===== config.mk =====
export PLATFORM = sky130hd
export DESIGN_NAME = mem_dump_tx_flat
export DESIGN_NICKNAME = d
export VERILOG_FILES = /design/src/rtl/mem_dump_tx_if.sv /design/src/rtl/mem_dump_tx.sv /design/src/flat_wrapper.sv
export SDC_FILE = /design/constraint.sdc
export NUM_CORES = 1
export LEC_CHECK = 0
export ABC_AREA = 0
export BUFFER_PORTS_ARGS = -buffer_cell sky130_fd_sc_hd__buf_2
export CAP_MARGIN = 20
export CORE_MARGIN = 3
export CORE_UTILIZATION = 51
export DETAILED_ROUTE_END_ITERATION = 7
export HOLD_SLACK_MARGIN = 0.05
export PLACE_DENSITY = 0.71
export SETUP_SLACK_MARGIN = 0.5
export SYNTH_ARGS = -nofsm -noshare
export SYNTH_HDL_FRONTEND = slang
export SYNTH_SLANG_ARGS = --single-unit

===== constraint.sdc =====
create_clock -name clk -period 2.61 [get_ports clk]
set_input_delay 0.6525 -clock clk [delete_from_list [all_inputs] [get_ports clk]]
set_output_delay 0.6525 -clock clk [all_outputs]
set_load 0.01 [all_outputs]

===== src/rtl/mem_dump_tx_if.sv =====
`default_nettype none
// +----------------------------------------------------------------------+
// | mem_dump_tx_if : control, memory read port and UART pins of the dump  |
// | Rev 1.0                                                              |
// +----------------------------------------------------------------------+
interface mem_dump_tx_if #(
  parameter int ADDR_W = 8,
  parameter int DATA_W = 8
);
  logic              start;
  logic [ADDR_W-1:0] start_addr;
  logic [ADDR_W:0]   length;
  logic [ADDR_W-1:0] mem_addr;
  logic              mem_rd;
  logic [DATA_W-1:0] mem_data;
  logic              tx;
  logic              busy;
  logic              done;

  modport master (
    output start, start_addr, length, mem_data,
    input  mem_addr, mem_rd, tx, busy, done
  );

  modport slave (
    input  start, start_addr, length, mem_data,
    output mem_addr, mem_rd, tx, busy, done
  );
endinterface
`default_nettype wire


===== src/rtl/mem_dump_tx.sv =====
`default_nettype none
// +----------------------------------------------------------------------+
// | mem_dump_tx : walks a memory range and sends each byte as UART 8N1    |
// | Optional even parity bit when DUMP_PARITY_EN is defined. Rev 1.0     |
// +----------------------------------------------------------------------+
module mem_dump_tx #(
  parameter int CLKS_PER_BIT = 104,
  parameter int ADDR_W       = 8,
  parameter int DATA_W       = 8
) (
  input  logic         clk,
  input  logic         reset,
  mem_dump_tx_if.slave bus
);
  localparam logic [15:0]     c_baud_last = 16'(CLKS_PER_BIT - 1);
  localparam logic [2:0]      c_bit_last  = 3'(DATA_W - 1);
  localparam logic [ADDR_W:0] c_full_len  = {1'b1, {ADDR_W{1'b0}}};
  localparam logic [ADDR_W:0] c_len_one   = (ADDR_W+1)'(1);

  typedef enum logic [2:0] {
    S_IDLE   = 3'd0,
    S_FETCH  = 3'd1,
    S_WAIT   = 3'd2,
    S_START  = 3'd3,
    S_DATA   = 3'd4,
    S_PARITY = 3'd5,
    S_STOP   = 3'd6
  } state_t;

  state_t            r_state;
  logic [ADDR_W-1:0] r_addr;
  logic [ADDR_W:0]   r_remaining;
  logic [DATA_W-1:0] r_shreg;
  logic [15:0]       r_baud;
  logic [2:0]        r_bit;
  logic              r_tx;
  logic              r_busy;
  logic              r_done;
  logic              r_mem_rd;
  logic [ADDR_W-1:0] r_mem_addr;
`ifdef DUMP_PARITY_EN
  logic              r_parity;
`endif
  logic              w_baud_end;

  assign w_baud_end   = (r_baud == c_baud_last);
  assign bus.tx       = r_tx;
  assign bus.busy     = r_busy;
  assign bus.done     = r_done;
  assign bus.mem_rd   = r_mem_rd;
  assign bus.mem_addr = r_mem_addr;

  always_ff @(posedge clk or posedge reset) begin
    if (reset) begin
      r_state     <= S_IDLE;
      r_addr      <= '0;
      r_remaining <= '0;
      r_shreg     <= '0;
      r_baud      <= '0;
      r_bit       <= '0;
      r_tx        <= 1'b1;
      r_busy      <= 1'b0;
      r_done      <= 1'b0;
      r_mem_rd    <= 1'b0;
      r_mem_addr  <= '0;
`ifdef DUMP_PARITY_EN
      r_parity    <= 1'b0;
`endif
    end else begin
      r_done   <= 1'b0;
      r_mem_rd <= 1'b0;
      case (r_state)
        S_IDLE: begin
          r_tx <= 1'b1;
          if (bus.start) begin
            // Read strobe is registered, so it is raised on the accepting edge.
            r_addr      <= bus.start_addr;
            r_mem_addr  <= bus.start_addr;
            r_mem_rd    <= 1'b1;
            r_remaining <= (bus.length == '0) ? c_full_len : bus.length;
            r_busy      <= 1'b1;
            r_state     <= S_FETCH;
          end
        end
        S_FETCH: begin
          r_state <= S_WAIT;
        end
        S_WAIT: begin
          r_shreg <= bus.mem_data;
`ifdef DUMP_PARITY_EN
          r_parity <= ^bus.mem_data;
`endif
          r_addr  <= r_addr + ADDR_W'(1);
          r_baud  <= '0;
          r_tx    <= 1'b0;
          r_state <= S_START;
        end
        S_START: begin
          if (w_baud_end) begin
            r_baud  <= '0;
            r_bit   <= '0;
            r_tx    <= r_shreg[0];
            r_state <= S_DATA;
          end else begin
            r_baud <= r_baud + 16'd1;
          end
        end
        S_DATA: begin
          if (w_baud_end) begin
            r_baud <= '0;
            if (r_bit == c_bit_last) begin
`ifdef DUMP_PARITY_EN
              r_tx    <= r_parity;
              r_state <= S_PARITY;
`else
              r_tx    <= 1'b1;
              r_state <= S_STOP;
`endif
            end else begin
              r_bit   <= r_bit + 3'd1;
              r_shreg <= r_shreg >> 1;
              r_tx    <= r_shreg[1];
            end
          end else begin
            r_baud <= r_baud + 16'd1;
          end
        end
`ifdef DUMP_PARITY_EN
        S_PARITY: begin
          if (w_baud_end) begin
            r_baud  <= '0;
            r_tx    <= 1'b1;
            r_state <= S_STOP;
          end else begin
            r_baud <= r_baud + 16'd1;
          end
        end
`endif
        S_STOP: begin
          if (w_baud_end) begin
            r_baud      <= '0;
            r_remaining <= r_remaining - c_len_one;
            if (r_remaining == c_len_one) begin
              r_done  <= 1'b1;
              r_busy  <= 1'b0;
              r_state <= S_IDLE;
            end else begin
              r_mem_addr <= r_addr;
              r_mem_rd   <= 1'b1;
              r_state    <= S_FETCH;
            end
          end else begin
            r_baud <= r_baud + 16'd1;
          end
        end
        default: begin
          r_tx    <= 1'b1;
          r_busy  <= 1'b0;
          r_state <= S_IDLE;
        end
      endcase
    end
  end
endmodule
`default_nettype wire


===== src/flat_wrapper.sv =====
// flat-port wrapper written by rule: the top's interface ports become plain ports
module mem_dump_tx_flat 
#(
  parameter int CLKS_PER_BIT = 104,
  parameter int ADDR_W       = 8,
  parameter int DATA_W       = 8
)
  (clk, reset, bus_start, bus_start_addr, bus_length, bus_mem_data, bus_mem_addr, bus_mem_rd, bus_tx, bus_busy, bus_done);
  mem_dump_tx_if #(.ADDR_W(ADDR_W), .DATA_W(DATA_W)) bus_i ();
  input  logic clk;
  input  logic reset;
  input wire logic [$bits(bus_i.start)-1:0] bus_start;
  input wire logic [$bits(bus_i.start_addr)-1:0] bus_start_addr;
  input wire logic [$bits(bus_i.length)-1:0] bus_length;
  input wire logic [$bits(bus_i.mem_data)-1:0] bus_mem_data;
  output wire logic [$bits(bus_i.mem_addr)-1:0] bus_mem_addr;
  output wire logic [$bits(bus_i.mem_rd)-1:0] bus_mem_rd;
  output wire logic [$bits(bus_i.tx)-1:0] bus_tx;
  output wire logic [$bits(bus_i.busy)-1:0] bus_busy;
  output wire logic [$bits(bus_i.done)-1:0] bus_done;
  assign bus_i.start = bus_start;
  assign bus_i.start_addr = bus_start_addr;
  assign bus_i.length = bus_length;
  assign bus_i.mem_data = bus_mem_data;
  assign bus_mem_addr = bus_i.mem_addr;
  assign bus_mem_rd = bus_i.mem_rd;
  assign bus_tx = bus_i.tx;
  assign bus_busy = bus_i.busy;
  assign bus_done = bus_i.done;
  mem_dump_tx #(.CLKS_PER_BIT(CLKS_PER_BIT), .ADDR_W(ADDR_W), .DATA_W(DATA_W)) u_core (.clk(clk), .reset(reset), .bus(bus_i));
endmodule

==> impl_metrics.toml, run 1 <==
[outcome]
outcome = "finished, final reports clean"

[placement]
place_ws_ns = 0.295
gp_congestion = 0.915
dp_hpwl_um = 5630
place_area_um2 = 3900
io_buffers = 39

[routing]
wl_per_cell_um = 15.7
num_vias = 3147
drt_iter0_drc = 176
drc_errors = 0
first_pass_iters = 5
via_per_inst = 5.94
antenna_left = 0
routed_wl_um = 8300

[sta]
relSlewSlack_pct = 53.1
fin_tns_setup_ns = 0
holdWs_ns = 0.341
skew_ns = 0.00700
setup_viol = 0
fin_crit_sh_pct = 78.9
finalHoldViolations = 0
max_freq_ghz = 0.486
slew_violations = 0
worstMarginPinSlew_ns = 0.700
rsz0062_at_grt = "false"
period_needed_ns = 2.06
fin_ws_ns = 0.551

[cts]
h-tree-depth = 3
cts_root_buffer = "clkbuf_8"
cts_buffer_depth = 2
clk_pin_slew_worst_paths_ns = 0.07
cts_hold_buf = 0
worstSkewPairLatency_ns = 0.35
cts.sinks = 59
cts_tree = "yes"
cts_made_buffers = 9

[floorplan]
core-area_um2 = 6570
initial_utilization_pct = 54.3
ioPinCount = 40
die_x_um = 89.6
floorplan.die_area_um2 = 8030
rows = 29
dieHeight_um = 89.6

[power]
p_leak_nw = 1.82
ir_drop_mv = 0.323
power.density_nw_per_um2 = 431

[yosys]
ys_seq_elements = 59
synth_top_family_by_area = "simple AND/OR/NAND/NOR gates"
synth.avg_cell_area_um2 = 9.23
syn_area_um2 = 3560
synth_edf_count = 0
synth_mux_area_share_pct = 8.39
synth_nets = 420
ys_types = 58
yosys.area_share.xor_xnor_pct = 0.983
syn_inst = 386
ys_seq_area_share_pct = 41.5
synth_flop_cell = "dfrtp_1"
ys_warn_count = 0
yosys.area_share.simple_pct = 23.2
synth-compound-area-share_pct = 19.7
synthArstFlopShare_pct = 100
synthAdderAreaFrac_pct = 2.11

[final_layout]
drive_gt1_share_pct = 27.9
layout.nets = 466
final_common_cell = "dfrtp_1"
layout_common_cells = "dfrtp_1, nand2_1, buf_2, mux2_2, buf_4"
regArea_um2 = 1480
multi_input_area_um2 = 2000
antenna_cells = 0
syn2layout_area_growth_pct = 18.7
nFillCells = 555
final_cell_area_um2 = 4230

[global_route]
overflow = 0
grt_max_degree = 60
grt_pass1_vias = 3003
grt_pass1_wl_um = 13900
antenna_found_initial = 0
track_usage_pct = 22.3

[setup_path]
cp-start-kind = "register"
reg2reg_depth = 6
timing.rr.start = "u_core.r_remaining[1]"
cp-end-kind = "register"
arrival_ns = 2.29
critical_path_class = "register to register"
required_ns = 2.85
crit_fanout = 4
critPathLaunch = "u_core.r_remaining[1]"

[run]
maxCapViolations = 0

[worst_hold_path]
min_path_type = "primary input to asynchronous set/reset pin"
[critical path, stage by stage (launching register included)]
cell and delay [ns]:
dfrtp_1 0.41, inv_2 0.10, ha_4 0.15, or4b_4 0.46
or4_1 0.39, and3_1 0.18, a221o_1 0.25
[worst paths after layout]
path	endpoint	slack, ns
hold reg to reg	u_core.bus.mem_addr[3]	0.50
max in group asynchronous	u_core.bus.tx	1.95
setup reg to reg	u_core.r_remaining[8]	0.55
setup / recovery	u_core.r_remaining[8]	0.55
hold / removal	u_core.r_remaining[7]	0.34
min in group clk	u_core.bus.mem_addr[3]	0.50
[cells in the mapped netlist, types with 3 or more instances]
| library cell | instances | share of area, % |
|---|---|---|
| dfrtp_1 | 58 | 41 |
| nor4b_2 | 3 | 1.3 |
| and4_1 | 4 | 0.98 |
| a211oi_1 | 3 | 0.63 |
| a21oi_1 | 10 | 1.4 |
| nand4_1 | 8 | 1.4 |
| inv_1 | 12 | 1.3 |
| mux2_2 | 23 | 7.3 |
| nor2_1 | 18 | 1.9 |
| nor3_1 | 8 | 1.1 |
| a41oi_1 | 4 | 0.98 |
| nand2b_1 | 9 | 1.6 |
| nand2_1 | 53 | 5.6 |
| and3_1 | 6 | 1.1 |
| a211o_1 | 4 | 0.98 |
| a31oi_1 | 18 | 3.2 |
| nor4_1 | 8 | 1.4 |
| o211ai_1 | 3 | 0.63 |
| mux2i_1 | 4 | 1.1 |
| nand3_1 | 18 | 2.5 |
| a22o_1 | 3 | 0.74 |
| o22ai_1 | 12 | 2.1 |
| o21ai_0 | 16 | 2.2 |
| o22a_1 | 5 | 1.2 |
| clkbuf_1 | 24 | 2.5 |
| ha_1 | 6 | 2.1 |
[logic make-up (layout without fill, tap and decap cells)]
group,Yosys count,count (layout)
AND/OR/NAND/NOR,153,153
AO/OA/AOI/OAI,98,98
flip-flops,59,59
buffers and inverters,39,90
multiplexers,27,27
adder cells (fa/ha/maj),6,6
XOR/XNOR,4,4
[stage by stage]
step	total power [mW]	utilization, %	std cells
after floorplan	0.985	-	386
after global placement	1.02	59.3	504
after detailed placement	1.03	59.3	504
after CTS	1.86	63.7	525
after global routing	1.90	64.4	530
final	1.83	64.4	530
[sequential cells by signal (all words and copies together) (netlist names)]
signal / cells
u_core.r_bit: 3
u_core.r_addr: 8
u_core.bus.done: 1
u_core.bus.mem_addr: 8
u_core.r_baud: 16
u_core.bus.mem_rd: 1
u_core.bus.tx: 1
u_core.r_state: 3
u_core.bus.busy: 1
u_core.r_shreg: 8
u_core.r_remaining: 9
[timing repair]
item                       4_1_cts  5_1_grt
gates resized for setup          8        5
pin swaps                        3        3
setup buffers                    5        5
setup endpoints to repair       18       27
[final cells by class]
class                      count  share of cell area [%]
inverter                      12                    1.06
multi-input combinational    288                    47.2
clock buffer                  14                    3.61
clock inverter                 2                   0.828
sequential                    59                    35.0
timing repair buffer          62                    9.58
tap                           93                    2.75
[report_power, final]
group	internal [mW]	switching [mW]
registers	0.923	0.00442
clock network	0.467	0.352
logic	0.0374	0.0428
[routing by layer]
| metal | track usage (%) | vias to the layer above | share of wire, % |
|---|---|---|---|
| li1 | - | 1545 | - |
| met1 | 29.2 | 1501 | 47 |
| met2 | 35.4 | 84 | 47 |
| met3 | 5.38 | 17 | 4.8 |
| met4 | 9.47 | 0 | 1.8 |
| met5 | 0 | - | 0 |
(Power assumes the default switching activity.)
==> run 2: changes to the inputs <==
--- a/config.mk
+++ b/config.mk
@@ -12,7 +12,7 @@
 export CORE_UTILIZATION = 51
 export DETAILED_ROUTE_END_ITERATION = 7
 export HOLD_SLACK_MARGIN = 0.05
-export PLACE_DENSITY = 0.71
+export PLACE_DENSITY = 0.74
 export SETUP_SLACK_MARGIN = 0.5
 export SYNTH_ARGS = -nofsm -noshare
 export SYNTH_HDL_FRONTEND = slang
==> constraint.sdc (replaced) <==
create_clock -name clk -period 1.65 [get_ports clk]
set_input_delay 0.4125 -clock clk [delete_from_list [all_inputs] [get_ports clk]]
set_output_delay 0.4125 -clock clk [all_outputs]
set_load 0.01 [all_outputs]
==> impl_metrics.toml, run 2 (synthesized netlist as in run 1, its figures left out) <==
[outcome]
outcome = "finished with violations"
violations = "setup timing"

[cts]
cts_made_buffers = 9
worstSkewPairLatency_ns = 0.36
h-tree-depth = 3
cts.sinks = 59
cts_tree = "yes"
clk_pin_slew_worst_paths_ns = 0.08
cts_root_buffer = "clkbuf_8"
cts_buffer_depth = 2

[global_route]
grt_pass1_wl_um = 17400
overflow = 0
antenna_found_initial = 0
grt_pass1_vias = 3694
grt_max_degree = 24
track_usage_pct = 28.3

[setup_path]
regToRegSetupSlack_ns = -0.39
critical_path_class = "register to register"
crit_fanout = 2
required_ns = 1.89
cp-start-kind = "register"
arrival_ns = 2.28
cp-end-kind = "register"

[final_layout]
top_register = "u_core.r_baud"
layout.nets = 557
largest_reg_flops = 16
final_util_pct = 84.4
syn2layout_area_growth_pct = 55.6
reg_top3 = "u_core.r_baud: 16 flops, u_core.r_remaining: 9 flops"
layout_common_cells = "buf_4, dfrtp_1, nand2_1, buf_2, buf_6"
antenna_cells = 0
final_common_cell = "buf_4"
drive_gt1_share_pct = 49.8

[sta]
holdWs_ns = 0.0675
max_freq_ghz = 0.491
skew_ns = 0.00772
slew_violations = 0
fin_tns_setup_ns = -12.16
relSlewSlack_pct = 56.6
setup_viol = 52
period_needed_ns = 2.04
fin_crit_sh_pct = 123
worstMarginPinSlew_ns = 0.646
fin_ws_ns = -0.385
finalHoldViolations = 0
rsz0062_at_grt = "true"

[power]
p_leak_nw = 2.49
ir_drop_mv = 0.609
power.density_nw_per_um2 = 561

[floorplan]
floorplan.die_area_um2 = 8030
ioPinCount = 40
initial_utilization_pct = 54.3
core-area_um2 = 6570
die_x_um = 89.6
rows = 29
dieHeight_um = 89.6

[worst_hold_path]
min_path_type = "primary input to asynchronous set/reset pin"

[routing]
wl_per_cell_um = 21.9
drc_errors = 0
routed_wl_um = 13600
via_per_inst = 6.54
antenna_left = 0
first_pass_iters = 6
drt_iter0_drc = 293
num_vias = 4061

[run]
maxCapViolations = 0

[placement]
place_ws_ns = -0.289
io_buffers = 39
gp_congestion = 0.926
dp_hpwl_um = 6760
## run 2: layout make-up
cell class / instances / area, um^2
clock inverters: 4 / 47.5
clock buffers: 12 / 165
repair buffers: 153 / 1250
flip-flops and latches: 59 / 1480
multi-input cells: 288 / 2430
fillers: 327 / 1020
well taps: 93 / 116
inverters: 12 / 48.8
## run 2: repair_timing
item / CTS / global route
hold buffers: 0 / 0
buffers inserted: 17 / 7
gates resized for setup: 46 / 61
endpoints found under the setup margin: 71 / 71
pin swaps: 18 / 23
gates cloned: 3 / 2
## run 2: stage by stage
stage	power [mW]	instance area, um^2	cells
after global routing	3.19	5550	621
after global placement	1.63	4570	576
final	3.11	5550	621
after floorplan	1.57	3790	386
after detailed placement	1.64	4570	576
after CTS	3.06	5130	612
## run 2: critical path: stages (launching register included)
cell     delay, ns
dfrtp_1       0.40
inv_2         0.09
ha_4          0.13
or4b_4        0.46
or4_1         0.43
and3_1        0.16
a221o_1       0.25
## run 2: power breakdown
part           switching (mW)  internal, mW
Combinational          0.0840        0.0775
Clock                   0.667         0.816
Sequential            0.00858          1.46
Total                   0.759          2.35
## run 2: final timing paths
check                                         to                  start  cells past startpoint
hold / removal                 u_core.r_state[0]                  reset                      2
max in group asynchronous      u_core.r_shreg[3]                  reset                      3
hold reg to reg                u_core.r_shreg[5]      u_core.r_shreg[5]                      1
min in group clk                u_core.r_addr[1]      bus_start_addr[1]                      3
setup reg to reg           u_core.r_remaining[8]  u_core.r_remaining[1]                      6
setup / recovery           u_core.r_remaining[8]  u_core.r_remaining[1]                      6
## run 2: per-layer routing
| metal | track usage (%) | vias to the layer above | share of wire (%) |
|---|---|---|---|
| met3 | 5.38 | 103 | 7.8 |
| met4 | 11.4 | 0 | 6.8 |
| met2 | 48.7 | 269 | 49 |
| met5 | 0 | - | 0 |
| li1 | - | 1734 | - |
| met1 | 34.8 | 1955 | 36 |
